[src/rtl/traffic_request_frontend.sv]
// Request front end for the traffic-light controller: synchronizes and debounces
// crosswalk buttons and emergency detectors, and latches requests until acknowledged.
module traffic_request_frontend #(
  parameter int NUM_LANES       = 8,
  parameter int DEBOUNCE_CYCLES = 3,
  parameter int REQ_TIMEOUT     = 60
) (
  input  logic                 clk,
  input  logic                 rst,
  input  logic [NUM_LANES-1:0] pedButton,
  input  logic [NUM_LANES-1:0] emgDetect,
  input  logic                 pedAck,
  input  logic                 emgAck,
  output logic                 pedSignal,
  output logic [NUM_LANES-1:0] pedPending,
  output logic                 emgSignal,
  output logic [NUM_LANES-1:0] emgLane,
  output logic                 timeoutFlag
);

  localparam int NB  = 2 * NUM_LANES;
  localparam int DCW = (DEBOUNCE_CYCLES < 2) ? 1 : $clog2(DEBOUNCE_CYCLES + 1);
  localparam int TCW = $clog2(REQ_TIMEOUT + 1);
  localparam logic [DCW-1:0] DEB_LAST = DCW'(DEBOUNCE_CYCLES - 1);
  localparam logic [TCW-1:0] TO_MAX   = TCW'(REQ_TIMEOUT);
  localparam logic [TCW-1:0] TO_LAST  = TCW'(REQ_TIMEOUT - 1);

  typedef enum logic [1:0] {IDLE, ACTIVE, HOLD} emg_state_e;

  logic [NB-1:0]        meta_q, meta_d;
  logic [NB-1:0]        sync_q, sync_d;
  logic [NB-1:0]        deb_q, deb_d;
  logic [DCW-1:0]       cnt_q [NB];
  logic [DCW-1:0]       cnt_d [NB];
  logic [NUM_LANES-1:0] ped_dly_q, ped_dly_d;
  logic [NUM_LANES-1:0] ped_pending_q, ped_pending_d;

  emg_state_e           state_q;
  logic                 emg_signal_q;
  logic [NUM_LANES-1:0] emg_lane_q;
  logic [TCW-1:0]       to_cnt_q;
  logic                 timeout_q;

  logic [NUM_LANES-1:0] ped_deb;
  logic [NUM_LANES-1:0] emg_deb;
  logic [NUM_LANES-1:0] emg_pick;
  logic                 lane_still_high;

  // Both request kinds share one synchronizer/debounce bank: pedestrians low, emergencies high.
  always_comb begin
    meta_d = {emgDetect, pedButton};
    sync_d = meta_q;
    deb_d  = deb_q;
    for (int i = 0; i < NB; i++) begin
      cnt_d[i] = '0;
      if (sync_q[i] != deb_q[i]) begin
        if (cnt_q[i] == DEB_LAST) deb_d[i] = sync_q[i];
        else                      cnt_d[i] = cnt_q[i] + 1'b1;
      end
    end
  end

  always_comb begin
    ped_deb         = deb_q[NUM_LANES-1:0];
    emg_deb         = deb_q[NB-1:NUM_LANES];
    emg_pick        = emg_deb & (~emg_deb + 1'b1);
    lane_still_high = |(emg_deb & emg_lane_q);
    ped_dly_d       = ped_deb;
    // A fresh debounced press wins over a coincident acknowledge.
    ped_pending_d   = (pedAck ? '0 : ped_pending_q) | (ped_deb & ~ped_dly_q);
  end

  always_ff @(posedge clk or negedge rst) begin
    if (!rst) begin
      meta_q        <= '0;
      sync_q        <= '0;
      deb_q         <= '0;
      ped_dly_q     <= '0;
      ped_pending_q <= '0;
      for (int i = 0; i < NB; i++) cnt_q[i] <= '0;
    end else begin
      meta_q        <= meta_d;
      sync_q        <= sync_d;
      deb_q         <= deb_d;
      ped_dly_q     <= ped_dly_d;
      ped_pending_q <= ped_pending_d;
      for (int i = 0; i < NB; i++) cnt_q[i] <= cnt_d[i];
    end
  end

  always_ff @(posedge clk or negedge rst) begin
    if (!rst) begin
      state_q      <= IDLE;
      emg_signal_q <= 1'b0;
      emg_lane_q   <= '0;
      to_cnt_q     <= '0;
      timeout_q    <= 1'b0;
    end else begin
      if (emgAck) timeout_q <= 1'b0;
      case (state_q)
        IDLE: begin
          if (|emg_deb) begin
            emg_lane_q   <= emg_pick;
            emg_signal_q <= 1'b1;
            to_cnt_q     <= '0;
            state_q      <= ACTIVE;
          end
        end
        ACTIVE: begin
          if (emgAck) begin
            state_q <= HOLD;
          end else if (!lane_still_high) begin
            emg_signal_q <= 1'b0;
            emg_lane_q   <= '0;
            state_q      <= IDLE;
          end else if (to_cnt_q != TO_MAX) begin
            to_cnt_q <= to_cnt_q + 1'b1;
            if (to_cnt_q == TO_LAST) timeout_q <= 1'b1;
          end
        end
        HOLD: begin
          if (!lane_still_high) begin
            emg_signal_q <= 1'b0;
            emg_lane_q   <= '0;
            state_q      <= IDLE;
          end
        end
        default: state_q <= IDLE;
      endcase
    end
  end

  assign pedPending  = ped_pending_q;
  assign pedSignal   = |ped_pending_q;
  assign emgSignal   = emg_signal_q;
  assign emgLane     = emg_lane_q;
  assign timeoutFlag = timeout_q;

endmodule

[config.mk]
export PLATFORM = sky130hd
export DESIGN_NAME = traffic_request_frontend
export DESIGN_NICKNAME = d
export VERILOG_FILES = /design/src/rtl/traffic_request_frontend.sv
export SDC_FILE = /design/constraint.sdc
export NUM_CORES = 1
export LEC_CHECK = 0
export ABC_AREA = 1
export BUFFER_PORTS_ARGS = -buffer_cell sky130_fd_sc_hd__buf_2
export CAP_MARGIN = 20
export CELL_PAD_IN_SITES_DETAIL_PLACEMENT = 0
export CELL_PAD_IN_SITES_GLOBAL_PLACEMENT = 1
export CORE_UTILIZATION = 50
export DETAILED_ROUTE_END_ITERATION = 6
export GPL_TIMING_DRIVEN = 0
export PLACE_DENSITY_LB_ADDON = 0.1
export REMOVE_ABC_BUFFERS = 1
export SLEW_MARGIN = 20
export SYNTH_ARGS = -nofsm -noshare
export SYNTH_HDL_FRONTEND = slang
export SYNTH_SLANG_ARGS = --single-unit
[constraint.sdc]
create_clock -name clk -period 2.1 [get_ports clk]
set_input_delay 0.315 -clock clk [delete_from_list [all_inputs] [get_ports clk]]
set_output_delay 0.315 -clock clk [all_outputs]
set_load 0.02 [all_outputs]
# Yosys cells after proc, flatten, opt, wreduce, memory -nomap -nowiden

Index checks and enable logic that the tools add are counted.

$add $sub $neg: 18
Multiply operators: 0
Div/mod/pow operators: 0
$lt $le $gt $ge: 0
Equality and inequality tests: 40
Shift-type cells: 0
Mux-type cells: 56
Bitwise operators: 6
Reductions and logical operators: 24

Operators by type and width:

| kind                                                           | number |
|---|---|
| 2-bit two-way mux                                              | 35 |
| 2-bit equality test (second input constant)                    | 17 |
| 2-bit by 1-bit adder with 2-bit output (second input constant) | 16 |
| 8-bit two-way mux                                              | 4 |
| 2-bit AND reduction                                            | 16 |
| 8-bit bitwise AND                                              | 3 |
| 6-bit two-way mux                                              | 4 |
| 8-bit one-hot mux with 3 select lines                          | 1 |
| 8-bit OR reduction                                             | 3 |
| 1-bit inequality test                                          | 16 |
| 8-bit inverter                                                 | 2 |
| 6-bit one-hot mux with 2 select lines                          | 1 |
| 1-bit two-way mux                                              | 9 |
| 8-bit by 1-bit adder with 8-bit output (second input constant) | 1 |
| 2-bit inequality test (second input constant)                  | 4 |
| 8-bit bitwise OR                                               | 1 |
| 6-bit by 1-bit adder with 6-bit output (second input constant) | 1 |
| 6-bit equality test (second input constant)                    | 1 |
| 6-bit inequality test (second input constant)                  | 1 |
| 2-bit one-hot mux with 3 select lines                          | 1 |
| 5-bit AND reduction                                            | 1 |
| 1-bit one-hot mux with 3 select lines                          | 1 |
| 3-bit AND reduction                                            | 1 |
| 3-bit nonzero test                                             | 1 |
| other kinds (3)                                                | 3 |

Bits in registers: 114
Bits in latches: 0
RAM bits: 0
Memory bits (read-only): 0
Input port bits: 20
Output and inout port bits: 19
Memories kept: 0

# Longest topological paths before layout

Gate-level depths: netlist of the first run.

Word-level depth: 6
Gate-level depth with buffers: 9

# Worst setup path before layout of the first run

No wires, ideal clock.

Kind: register to register
Start: register state_q[1]
End: register emg_lane_q[0] (netlist: emgLane[0])
Library setup time: 118 ps
Arrival: 1,297 ps
Required time: 1,982 ps
Setup slack: 685 ps
Cell stages (with the launch flop): 9
Buffers on the path: 0
Period minus slack after synthesis: 1,415 ps
Path through: dfrtp_1 -> inv_1 -> ha_1 -> nand2_2 -> nand2_1 -> nor2_4 -> nand2_4 -> nand3_1 -> nand2_1

Word-level cells in the longest chain between the ends: 3
Elaborated cells between the ends (all ways): 8
Classes of those cells: eq/ne: 4; mux: 1; reduce/logical: 3

RTL lines:

| what                                                                         | line | RTL |
|---|---|---|
| from (decl)                                                                  | 38   | `emg_state_e state_q;` |
| from (signal assigned)                                                       | 93   | `state_q <= IDLE;` |
| from (signal assigned)                                                       | 106  | `state_q <= ACTIVE;` |
| from (signal assigned)                                                       | 111  | `state_q <= HOLD;` |
| 2-bit by 1-bit equality test with 1-bit output, or another cell as far along | 100  | `case (state_q)` |
| 2-bit inequality test (no line) or 3-bit nonzero test (tied branches)        | n/a  |  |
| 3-bit AND reduction (no line)                                                | n/a  |  |
| to (signal assigned)                                                         | 103  | `emg_lane_q <= emg_pick;` |
| to (decl)                                                                    | 40   | `logic [NUM_LANES-1:0] emg_lane_q;` |

Parallel ways exist; a longest one is shown, timed or not.
A chain may end at the register's enable or synchronous reset.

# Final worst setup path of the first run

Start: register state_q[0]
End: register emg_lane_q[5] (netlist: emgLane[5])

Same word-level chain as after synthesis.

==> impl_metrics.toml, run 1 <==
[timing]
clock.fmax_ghz = 0.574
fin_skew_ns = 0.0141
hold_violations = 0
slew_violations = 0
tightest_slew_ns = 0.386
slew_headroom = 0.743
rsz0062_at_grt = "false"
setup_viol = 0
finalCritPeriodShare = 0.830
layout_min_cycle_time_ns = 1.74

[critical_path]
cp_common_cell = "inv_1"
crit_buf_inv = 2
r2r_setup_slack_ns = 0.36
crit_slowest_cell = "dfrtp_1"
critPathKind = "flip-flop to flip-flop"
critical_path.endpoint_type = "flip-flop"
cp_max_fo = 9
worst-path-stages = 6
cp.required_ns = 2.48
r2r-start = "state_q[0]"
startpoint_type = "flip-flop"
crit_chain = "inv_1 -> ha_1 -> inv_1 -> nand3_2 -> nand3_1 -> nand2_1"
cp_slowest_stage_delay_ns = 0.43
critPathTopFamily = "simple AND/OR/NAND/NOR gates"
rr_worst_depth = 6
r2r_end = "emgLane[5]"
crit_arrival_ns = 2.13

[job]
cap_violations = 0

[final_layout]
insertedDiodeCount = 0
synthToLayoutAreaGrowth_pct = 25.6
layout_common_cells = "114 x dfrtp_1, 84 x nand2_1, 70 x inv_1"
fin_nets = 524
drive_gt1_frac = 0.172
design_area_um2 = 5570
layout_commonest_cell = "dfrtp_1"

[yosys]
synth_top_family_by_area = "simple AND/OR/NAND/NOR gates"
synth_top_flop_cell = "dfrtp_1"
synth-simple-area-share = 0.203
synth_xor_area_frac = 0.0355
ys_async_sr_fraction = 1.00
syn_area_um2 = 4440
synth-compound-area-share = 0.0355
synth_cells = 423
ys_types = 26
seq_area_frac_synth = 0.643
synth_edf_count = 0
yosysWarningCount = 0
synth_adder_area_share = 0.0169
ys_ff_latch = 114
synth_mux_area_frac = 0.00451
postSynthAreaPerCell_um2 = 10.5

[placement]
portBuffers = 38
gp_congestion = 0.810
place.detailed.hpwl_mm = 4.93
dpl_cell_area_um2 = 4790

[power_and_ir_drop]
p_leak_nw = 2.80
ir_worst_vdd_uv = 861
fin_total_pwr_mw = 8.71
powerDensity_nw_per_um2 = 1560

[floorplan]
start_util = 0.529
die_y_um = 96.2
core_um2 = 8380
io_pins = 39
die_width_um = 96.2
fp-row-count = 33
die_area_um2 = 9250

[hold_path]
hp-class = "input pin to flip-flop"
hold_end = "pedPending[1]"
hold_depth = 2
min_from = "pedAck"

[detailed_routing]
wire_per_inst_um = 12.3
viasPerCell = 4.78
vias = 2946
drt_iter0_markers = 113
antenna_left = 0
drc = 0
first_pass_iters = 4
wirelength_mm = 7.59

[cts]
root_buffer = "clkbuf_8"
cts_setup_buffers = 0
cts_resized = 0
htreeDepth = 4
cts_tree = "done"
clockBufferDepth = 2
path_clk_slew_ns = 0.06
clock_sinks = 114
cts_inserted_buffers = 17
clk_latency_ns = 0.50

[global_route]
gr-total-overflow = 0
grt_max_degree = 74
grt_pass1_wl_mm = 13.0
grt_pass1_vias = 2897
antenna_found_initial = 0
track_usage = 0.192

[outcome]
outcome = "finished clean"
cell families (layout without fill, tap and decap cells):
group	Yosys count	count (layout)
mux	2	2
simple gates	183	183
compound gates	28	28
fa+ha+maj	6	6
buf+inv	72	160
xor+xnor	18	18
flops	114	114
through the flow:
stage	hold slack [ns]	setup slack [ns]	util	instances	TNS (ns)
2_1_floorplan	0.0194	0.685	-	422	0
3_3_place_gp	0.332	-0.581	0.567	565	-65.49
3_5_place_dp	0.249	0.422	0.571	566	0
4_1_cts	0.120	0.336	0.665	616	0
5_1_grt	0.111	0.240	0.665	616	0
6_report	0.138	0.357	0.665	616	0
Yosys cell counts, types with 4 or more instances:
cell type | n | area share
nor2_1 | 16 | 0.014
ha_1 | 6 | 0.017
nor2_4 | 5 | 0.013
xnor2_1 | 17 | 0.034
inv_1 | 70 | 0.059
nor3_1 | 35 | 0.039
o21ai_0 | 15 | 0.017
nand2_1 | 84 | 0.071
o22ai_1 | 8 | 0.011
nand4_1 | 8 | 0.011
nand2_4 | 4 | 0.010
nand3_1 | 21 | 0.024
dfrtp_1 | 114 | 0.64
layout make-up:
class                      count  area, µm²
tap                          105        131
timing repair buffer          57        404
clock inverter                13        173
multi-input combinational    237       1310
inverter                      71        267
fill                         675       2810
sequential                   114       2850
clock buffer                  19        432
worst max path at each step:
| stage | start | to | slack, ns |
|---|---|---|---|
| 2_1_floorplan | state_q[1] | emgLane[0] | 0.68 |
| 3_3_place_gp | rst | cnt_q[5] | -0.58 |
| 3_5_place_dp | state_q[0] | emgLane[0] | 0.42 |
| 4_1_cts | pedPending[5] | pedSignal | 0.34 |
| 5_1_grt | state_q[0] | emgLane[5] | 0.24 |
| 6_report | state_q[0] | emgLane[5] | 0.36 |
metal layers:
metal,global-route usage,vias up,share of wire
met2,0.296,38,0.47
met3,0.0624,6,0.029
li1,-,1499,-
met4,0.0784,0,0.0095
met5,0,-,0
met1,0.251,1403,0.49
flip-flops by register name (all words and copies together) (netlist names):
name         cells
sync_q          16
deb_q           16
timeoutFlag      1
meta_q          16
emgSignal        1
state_q          2
cnt_q           32
to_cnt_q         6
emgLane          8
ped_dly_q        8
pedPending       8
report_power, final:
group	switching (mW)	internal, mW	leakage [nW]
combinational	1.51	0.866	1.11
clock	1.03	1.86	0.294
sequential	0.551	2.89	1.40
timing repair:
action / CTS / global route
endpoints found under the hold margin: 58 / 0
setup endpoints to repair: 0 / 0
hold buffers: 18 / 0
(Power assumes the default switching activity.)
==> run 2, diff against run 1 <==
--- a/config.mk
+++ b/config.mk
@@ -10,7 +10,7 @@
 export CAP_MARGIN = 20
 export CELL_PAD_IN_SITES_DETAIL_PLACEMENT = 0
 export CELL_PAD_IN_SITES_GLOBAL_PLACEMENT = 1
-export CORE_UTILIZATION = 50
+export CORE_UTILIZATION = 42
 export DETAILED_ROUTE_END_ITERATION = 6
 export GPL_TIMING_DRIVEN = 0
 export PLACE_DENSITY_LB_ADDON = 0.1
==> constraint.sdc (replaced) <==
create_clock -name clk -period 1.45 [get_ports clk]
set_input_delay 0.2175 -clock clk [delete_from_list [all_inputs] [get_ports clk]]
set_output_delay 0.2175 -clock clk [all_outputs]
set_load 0.02 [all_outputs]
==> impl_metrics.toml, run 2 (same netlist as run 1, synthesis figures left out) <==
[outcome]
outcome = "complete, but fails checks"
violations = "negative setup slack"

[global_route]
grt_pass1_wl_mm = 13.7
grt_use_met2 = 0.258
busiest_layer = "met2"
use_met1 = 0.202
grt_pass1_vias = 2982
grt_max_degree = 59
antenna_found_initial = 0
track_usage = 0.161
grtUsageMet3 = 0.0493
gr-total-overflow = 0

[critical_path]
critPathTopFamily = "simple AND/OR/NAND/NOR gates"
rr_worst_depth = 8
r2r_setup_slack_ns = -0.01
startpoint = "pedPending[3]"
crit_chain = "nor4_4 -> nand2_1 -> buf_2"
r2r_end = "emgLane[1]"
crit_slowest_cell = "dfrtp_1"
cp_max_fo = 2
critical_path.endpoint_type = "output pin"
crit_arrival_ns = 1.48
critPathKind = "flip-flop to output pin"
cp_slowest_stage_delay_ns = 0.41
cp.required_ns = 1.23
r2r-start = "state_q[1]"
crit_buf_inv = 1
startpoint_type = "flip-flop"

[timing]
hold_violations = 0
fin_skew_ns = 0.0122
clock.fmax_ghz = 0.590
rsz0062_at_grt = "true"
setup_viol = 6
slew_headroom = 0.626
finalCritPeriodShare = 1.17
slew_violations = 0
tightest_slew_ns = 0.561
layout_setup_ws_ns = -0.245
layout_min_cycle_time_ns = 1.69

[final_layout]
design_area_um2 = 5890
largest_register = "cnt_q"
insertedDiodeCount = 0
drive_gt1_frac = 0.249
layout_commonest_cell = "dfrtp_1"
fin_nets = 536
final_cells = 659
largest_reg_flops = 32
layout_common_cells = "113 x dfrtp_1, 77 x nand2_1, 66 x inv_1"
fin_util = 0.574
synthToLayoutAreaGrowth_pct = 32.9

[cts]
cts_inserted_buffers = 17
cts_tree = "done"
clock_sinks = 114
clockBufferDepth = 2
htreeDepth = 4
path_clk_slew_ns = 0.05
clk_latency_ns = 0.51
root_buffer = "clkbuf_8"

[placement]
dp.cells = 597
dpl_cell_area_um2 = 4830
gp_congestion = 0.772
place_ws_ns = -0.186
place.detailed.hpwl_mm = 5.05
portBuffers = 38

[floorplan]
start_util = 0.432
die_width_um = 105
core_um2 = 10300
io_pins = 39
die_y_um = 105
fp-row-count = 37
die_area_um2 = 11000

[power_and_ir_drop]
powerDensity_nw_per_um2 = 2290
p_leak_nw = 2.88
p_seq_frac = 0.374
fin_total_pwr_mw = 13.5
power.internal_mw = 8.61
ir_worst_vdd_uv = 1300
p_clk_frac = 0.310
p_sw_frac = 0.361
switchingPower_mw = 4.87
combPwrFrac = 0.316

[hold_path]
min_from = "pedAck"
hp-class = "input pin to flip-flop"
hold_depth = 2
hold_end = "pedPending[7]"

[detailed_routing]
first_pass_iters = 4
vias = 3025
viasPerCell = 4.59
wirelength_mm = 8.02
antenna_left = 0
wire_per_inst_um = 12.2
drc = 0
drt_iter0_markers = 122

[job]
cap_violations = 0
## run 2: changes by cell type in the layout (fill, tap and decap cells not counted), sizes merged
cell,before,now
buf,39,50
clkinvlp,1,4
nand2,90,91
inv,76,72
clkbuf,19,20
## run 2: stage by stage
| stage | hold slack, ns | setup TNS, ns |
|---|---|---|
| after floorplan | -0.0781 | 0 |
| after global placement | 0.325 | -137.20 |
| after detailed placement | 0.229 | -2.50 |
| after CTS | 0.0588 | -0.312 |
| after global routing | 0.0778 | -1.32 |
| final | 0.0775 | -0.272 |
## run 2: repair_timing
| action | in CTS | in global routing |
|---|---|---|
| endpoints found under the setup margin | 18 | 18 |
| hold buffers | 18 | 0 |
| cloned | 1 | 0 |
| pin swaps | 6 | 14 |
| endpoints found under the hold margin | 74 | 0 |
| setup buffers | 5 | 6 |
| gates resized for setup | 16 | 28 |
## run 2: cell type report
class / instances / area (µm²)
Multi-Input combinational cell: 238 / 1490
Clock buffer: 20 / 445
Timing Repair Buffer: 68 / 512
Sequential cell: 114 / 2850
Fill cell: 889 / 4380
Tap cell: 136 / 170
Inverter: 71 / 269
Clock inverter: 12 / 156
## run 2: worst max path at each step
stage	endpoint	slack (ns)	cells past startpoint
after CTS	pedSignal	-0.30	3
after global routing	pedSignal	-0.34	3
after global placement	meta_q[5]	-1.19	1
after detailed placement	emgLane[2]	-0.19	6
final	pedSignal	-0.24	3
after floorplan	emgLane[0]	0.03	8
## run 2: power groups by stage
stage                     clock network [mW]  registers (mW)  logic, mW
final                                   4.17            5.05       4.26
after global routing                    4.42            5.20       4.78
after CTS                               4.28            5.04       3.80
after detailed placement                   0            5.04       3.41
after global placement                     0            5.01       3.36
after floorplan                            0            5.07       2.37
## run 2: routing by layer
metal	share of wire	up-vias	routed length [µm]
met1	0.48	1449	3840
li1	-	1524	-
met5	0	-	0
met4	0.014	0	116
met3	0.032	10	255
met2	0.47	42	3810
